===== src/rtl/uart_rx.sv =====
// 8N1 UART receiver: two-flop synchroniser, mid-bit sampling, glitch-start
// rejection and framing-error detection at CLKS_PER_BIT clocks per bit.
module uart_rx #(
  parameter int CLKS_PER_BIT = 217
) (
  input  logic       i_clk,
  input  logic       i_rst,
  input  logic       i_rx_serial,
  output logic       o_rx_dv,
  output logic [7:0] o_rx_byte,
  output logic       o_rx_busy,
  output logic       o_frame_err,
  output logic [1:0] o_dbg_state
);

  localparam int CW = (CLKS_PER_BIT > 1) ? $clog2(CLKS_PER_BIT) : 1;
  localparam logic [CW-1:0] HALF = CW'((CLKS_PER_BIT - 1) / 2);
  localparam logic [CW-1:0] LAST = CW'(CLKS_PER_BIT - 1);

  typedef enum logic [1:0] {
    IDLE  = 2'd0,
    START = 2'd1,
    DATA  = 2'd2,
    STOP  = 2'd3
  } state_e;

  state_e        state_q, state_d;
  logic          rx_meta_q, rx_s_q;
  logic [CW-1:0] clk_count_q, clk_count_d;
  logic [2:0]    bit_index_q, bit_index_d;
  logic [7:0]    shift_q, shift_d;
  logic [7:0]    rx_byte_q, rx_byte_d;
  logic          rx_dv_q, rx_dv_d;
  logic          frame_err_q, frame_err_d;
  logic          busy_q, busy_d;
  logic          stop_sample;

  // State register, including the synchroniser (idle-high at reset).
  always_ff @(posedge i_clk or negedge i_rst) begin
    if (!i_rst) begin
      rx_meta_q   <= 1'b1;
      rx_s_q      <= 1'b1;
      state_q     <= IDLE;
      clk_count_q <= '0;
      bit_index_q <= '0;
      shift_q     <= '0;
      rx_byte_q   <= '0;
      rx_dv_q     <= 1'b0;
      frame_err_q <= 1'b0;
      busy_q      <= 1'b0;
    end else begin
      rx_meta_q   <= i_rx_serial;
      rx_s_q      <= rx_meta_q;
      state_q     <= state_d;
      clk_count_q <= clk_count_d;
      bit_index_q <= bit_index_d;
      shift_q     <= shift_d;
      rx_byte_q   <= rx_byte_d;
      rx_dv_q     <= rx_dv_d;
      frame_err_q <= frame_err_d;
      busy_q      <= busy_d;
    end
  end

  // Next-state and datapath.
  always_comb begin
    state_d     = state_q;
    clk_count_d = clk_count_q;
    bit_index_d = bit_index_q;
    shift_d     = shift_q;
    case (state_q)
      IDLE: begin
        clk_count_d = '0;
        bit_index_d = '0;
        if (!rx_s_q) state_d = START;
      end
      START: begin
        // Re-check the line at mid start bit; still high means a glitch.
        if (clk_count_q == HALF) begin
          clk_count_d = '0;
          state_d     = rx_s_q ? IDLE : DATA;
        end else begin
          clk_count_d = clk_count_q + CW'(1);
        end
      end
      DATA: begin
        if (clk_count_q == LAST) begin
          clk_count_d          = '0;
          shift_d[bit_index_q] = rx_s_q;
          if (bit_index_q == 3'd7) begin
            bit_index_d = '0;
            state_d     = STOP;
          end else begin
            bit_index_d = bit_index_q + 3'd1;
          end
        end else begin
          clk_count_d = clk_count_q + CW'(1);
        end
      end
      STOP: begin
        // Leaving at mid stop bit lets a back-to-back start be caught.
        if (clk_count_q == LAST) begin
          clk_count_d = '0;
          state_d     = IDLE;
        end else begin
          clk_count_d = clk_count_q + CW'(1);
        end
      end
      default: begin
        state_d     = IDLE;
        clk_count_d = '0;
        bit_index_d = '0;
      end
    endcase
  end

  // Output logic: pulses at the stop-bit sample, busy follows next state.
  always_comb begin
    stop_sample = (state_q == STOP) && (clk_count_q == LAST);
    rx_dv_d     = stop_sample && rx_s_q;
    frame_err_d = stop_sample && !rx_s_q;
    rx_byte_d   = rx_dv_d ? shift_q : rx_byte_q;
    busy_d      = (state_d != IDLE);
  end

  assign o_rx_dv     = rx_dv_q;
  assign o_rx_byte   = rx_byte_q;
  assign o_rx_busy   = busy_q;
  assign o_frame_err = frame_err_q;
  assign o_dbg_state = state_q;

endmodule


===== config.mk =====
export PLATFORM = sky130hd
export DESIGN_NAME = uart_rx
export DESIGN_NICKNAME = d
export VERILOG_FILES = /design/src/rtl/uart_rx.sv
export SDC_FILE = /design/constraint.sdc
export NUM_CORES = 1
export LEC_CHECK = 0
export CAP_MARGIN = 20
export CORE_MARGIN = 2
export CORE_UTILIZATION = 30
export CTS_CLUSTER_DIAMETER = 80
export DETAILED_ROUTE_END_ITERATION = 8
export HOLD_SLACK_MARGIN = 0.05
export PLACE_DENSITY = 0.61
export SLEW_MARGIN = 20
export SYNTH_ARGS = -nofsm -noshare
export SYNTH_HDL_FRONTEND = slang
export SYNTH_SLANG_ARGS = --single-unit

===== constraint.sdc =====
create_clock -name i_clk -period 1.7 [get_ports i_clk]
set_input_delay 0.34 -clock i_clk [delete_from_list [all_inputs] [get_ports i_clk]]
set_output_delay 0.34 -clock i_clk [all_outputs]
set_load 0.05 [all_outputs]

Word-level counts from Yosys, hierarchy flattened
Index checks and enable logic that the tools add are counted.
Storage, ports and cells
  word-level logic and storage cells: 48
  bits in registers: 34
  output and inout port bits: 13
Operators by class
  add/subtract/negate cells: 2
  equal/unequal tests: 7
  reductions and logical operators: 11
  muxes and demuxes: 16
  order comparisons: 2
Operators with widths (count)
  8-bit case mux with 3 select lines: 1
  8-bit 2-to-1 mux: 2
  2-bit 2-to-1 mux: 6
  8-bit by 1-bit adder with 8-bit output, second input constant: 1
  8-bit bitwise mux: 1
  8-bit by 7-bit equality test with 1-bit output, second input constant: 1
  8-bit equality test, second input constant: 1
  2-bit case mux with 4 select lines: 1
  3-bit 2-to-1 mux: 2
  3-bit case mux with 2 select lines: 1
  2-bit equality test, second input constant: 2
  1-bit logical AND: 4
  3-bit by 4-bit less-than comparator with 1-bit output, second input constant: 1
  2-bit AND reduction: 2
  2-bit nonzero test: 2
  3-bit by 1-bit adder with 3-bit output, second input constant: 1
  1-bit demux with 3-bit select: 1
  3-bit equality test, second input constant: 1
  3-bit by 1-bit greater-or-equal comparator with 1-bit output, second input constant: 1
  2-bit by 1-bit equality test with 1-bit output, second input constant: 1
  2-bit logical NOT: 1
  2-bit inequality test, second input constant: 1
  2-bit OR reduction: 1
  1-bit logical NOT: 1
  1-bit 2-to-1 mux: 1

Longest topological paths before layout
  depth after elaboration: 5
  gate-level depth with buffers: 6
  gate-level depth less buffers: 5

Least setup slack after synthesis
Ideal clock, no wire load.
  path kind: reg-to-reg
  start point: register state_q[1] (netlist: o_dbg_state[1])
  end point: register shift_q[1]
  data required time: 1575 ps
  path buffers: 1
  library setup time: 125 ps
  slack: -18 ps
  arrival time: 1593 ps
  stages on the path, launching flop included: 5
  path through: dfrtp_1 > buf_2 > nor4b_1 > nand4_1 > mux2_2
On the way
  cells in the longest elaborated chain, start to end: 2
Ends and longest elaborated chain
  start, declared: RTL line 27  | state_e state_q, state_d;
  start signal, assigned: RTL line 54  | state_q <= state_d;
  2-bit equality test: RTL line 71  | case (state_q)
  2-bit AND reduction (no source line)
  end signal, assigned: RTL line 57  | shift_q <= shift_d;
  end, declared: RTL line 31  | logic [7:0] shift_q, shift_d;
No other way between the ends.
A chain may end at the register's enable or synchronous reset.

Worst setup path in the final report
  start point: register clk_count_q[0]
  end point: register state_q[1] (netlist: o_dbg_state[1])
On the way
  cells in the longest elaborated chain, start to end: 3
  elaborated cells on any way between the ends: 6
Ends and longest elaborated chain
  start, declared: RTL line 29  | logic [CW-1:0] clk_count_q, clk_count_d;
  start signal, assigned: RTL line 55  | clk_count_q <= clk_count_d;
  8-bit equality test or 8-bit by 7-bit equality test with 1-bit output (tied branches): RTL line 87, 102, 79
  2-bit 2-to-1 mux (on tied branches): RTL line 102, 79, 87
  2-bit case mux with 4 select lines (*): RTL line 71
  via state_d[1]: RTL line 27
Mark *: on every way through the listed nets, which the timed path passes. The rest lies on a longest branch.

==> flow_summary.yaml <==
cells_and_area:
  final_cell_mix: "dfrtp_1, buf_4, mux2_2"
  fillers: 531
  drive_gt1_share_pct: 37.1
  num_antenna_cells: 0
  fin_area_um2: 2080
  final_common_cell: "dfrtp_1"
  final_core_util_pct: 40.4
  nets: 165
  area_growth_pct: 29.5
timing:
  fin_ws_ns: -0.0168
  hold_viol_final: 0
  slew_headroom_pct: 75.2
  setup_viol: 1
  grt_setup_unrepaired: "yes"
  fin_crit_ns: 1.72
  slew_viol_final: 0
  finalCritPeriodShare_pct: 101
  fmax_ghz: 0.582
  tightest_slew_ns: 0.367
  skew_ns: 0.00279
cts:
  tritoncts: "yes"
  clock_sinks: 34
  root_buffer: "clkbuf_8"
  clkTransAtPathRegs_ns: 0.07
  clk_latency_ns: 0.29
  max-clock-path-buffers: 2
  cts-hold-fix-buffers: 0
  ctsHtreeMaxLevel: 2
  cts_inserted_buffers: 5
synth:
  yosysWarnings: 0
  syn_inst: 132
  avgSynthCellArea_um2: 12.2
  synth_area_um2: 1600
  synth_edf_count: 0
  synthArstFlopShare_pct: 100
  ys.flop_type: "dfrtp_1"
  syn_nets: 139
  ys_types: 40
  yosysSeqAreaShare_pct: 53.2
  synth-seq-cells: 34
power_and_ir_drop:
  peakVddDrop_v: 0.000325
  power_density_nw_per_um2: 851
  p_leak_uw: 0.000917
run:
  cap_violations: 0
place:
  gp_congestion: 0.856
  port-buffer-count: 15
  hpwl_mm: 2.25
  place_area_um2: 1910
worst_setup_path:
  cp_slowest_cell: "or4b_4"
  path_depth: 5
  critPathMaxFanout: 3
  start_kind: "register"
  critical_path_class: "register to register"
  arrival_ns: 1.93
  ff2ff_path_depth: 5
  slowest_delay_ns: 0.49
  end_kind: "register"
  cp_cell_sequence: "inv_2 > ha_4 > or3b_4 > or4b_4 > a21oi_2"
  path_delay_family: "simple AND/OR/NAND/NOR gates"
  path_buf_inv: 1
  crit_required_ns: 1.91
global_route:
  grt_pass1_wl_mm: 5.55
  track_usage_pct: 11.7
  overflow: 0
  grt_pass1_vias: 1186
  grt_max_degree: 35
  antenna_found_initial: 0
detailed_routing:
  drt_first_pass_iters: 4
  wl_mm: 3.22
  post_drt_wl_per_cell_um: 14.1
  route.antenna.remaining_nets: 0
  drc: 0
  first_iter_violations: 124
  vias: 1153
  viasPerCell: 5.03
floorplanning:
  die_h_um: 77.1
  initial_core_util_pct: 31.2
  rows: 26
  core_um2: 5140
  die_area_um2: 5950
  io_pins: 16
  dieWidth_um: 77.1
status:
  status: "finished, violations left"
  violations: "negative setup slack"
hold_path:
  hold_class: "register to register"
  min_path_cells: 0
## logic make-up (layout without fill, tap and decap cells)
logic type      Yosys count  after routing  synth area share, %
mux                      16             16                 11.2
simple gates             43             43                 18.8
compound gates           23             23                 9.67
fa+ha+maj                 4              4                 3.12
flops                    34             34                 53.2
buf+inv                   9             36                 2.34
xor+xnor                  3              3                 1.64
## metrics by stage
step           setup TNS [ns]  worst slack (ns)  hold WS (ns)  cells  total power, µW
2_1_floorplan               0           0.00338        0.0444    132              832
3_3_place_gp                0            0.0405         0.346    221              860
3_5_place_dp          -0.0219           -0.0207         0.353    221              861
4_1_cts               -0.0354           -0.0221         0.363    229             1790
5_1_grt                -0.100           -0.0721         0.370    229             1830
6_report              -0.0168           -0.0168         0.362    229             1770
## Yosys cell counts, drive strengths merged (2+ instances only)
cell type / count / area share [%]
xor2: 2 / 1.1
ha: 4 / 3.1
nand4b: 2 / 2.0
clkbuf: 2 / 0.47
nor4: 5 / 2.0
nand3b: 2 / 1.2
nand3: 5 / 1.6
a22oi: 3 / 1.4
nor3: 4 / 2.0
dfrtp: 32 / 50
inv: 4 / 0.94
dfstp: 2 / 3.3
nand4: 6 / 2.3
a21oi: 5 / 1.6
o21ai: 5 / 1.6
or3: 3 / 1.2
nand2: 7 / 1.6
o211ai: 5 / 2.7
mux2: 16 / 11
buf: 3 / 0.94
## routing by layer
layer  share of wire (%)  global-route usage, %  up-vias
met5                   0                      0        -
met3                 3.0                   4.24        5
met4                 1.6                   4.29        0
met1                  44                   13.3      583
li1                    -                      -      556
met2                  51                   20.1        9
## worst reg2reg max path, cell delays in order, from the launching register on
cell	delay, ns
dfrtp_1	0.39
inv_2	0.08
ha_4	0.14
or3b_4	0.40
or4b_4	0.49
a21oi_2	0.14
## report_power, final
group | total [µW] | leakage, µW | switching [µW] | internal (µW)
sequential | 814 | 0.000446 | 0.959 | 813
clock | 923 | 0.0000714 | 298 | 625
combinational | 30.5 | 0.000399 | 20.0 | 10.5
total | 1770 | 0.000917 | 319 | 1450
## area by class of cell
cell class / count / area (µm²) / share of cell area (%)
clock inverter: 2 / 60.1 / 2.89
tap: 70 / 87.6 / 4.22
multi-input combinational: 89 / 742 / 35.7
inverter: 4 / 15.0 / 0.723
timing repair buffer: 24 / 235 / 11.3
sequential: 34 / 855 / 41.1
clock buffer: 6 / 82.6 / 3.98
## timing repair
| item | in CTS | in global routing |
|---|---|---|
| buffers inserted | 0 | 0 |
| pin swaps | 2 | 3 |
| endpoints found under the setup margin | 3 | 22 |
| resized for setup | 1 | 6 |
## final timing paths
check | start | slack (ns) | to
min in group asynchronous | i_rst | 0.41 | o_rx_byte[3]
setup reg to reg | clk_count_q[0] | -0.02 | o_dbg_state[1]
hold / removal | rx_meta_q | 0.36 | rx_s_q
max in group asynchronous | i_rst | 1.04 | rx_s_q
hold reg to reg | rx_meta_q | 0.36 | rx_s_q
setup / recovery | clk_count_q[0] | -0.02 | o_dbg_state[1]
## flip-flops by register name, indices dropped and copies added (netlist names)
register     count
bit_index_q      3
clk_count_q      8
o_dbg_state      2
o_frame_err      1
o_rx_busy        1
o_rx_byte        8
o_rx_dv          1
rx_meta_q        1
rx_s_q           1
shift_q          8
Note: power is estimated with default switching activity, not from simulation.
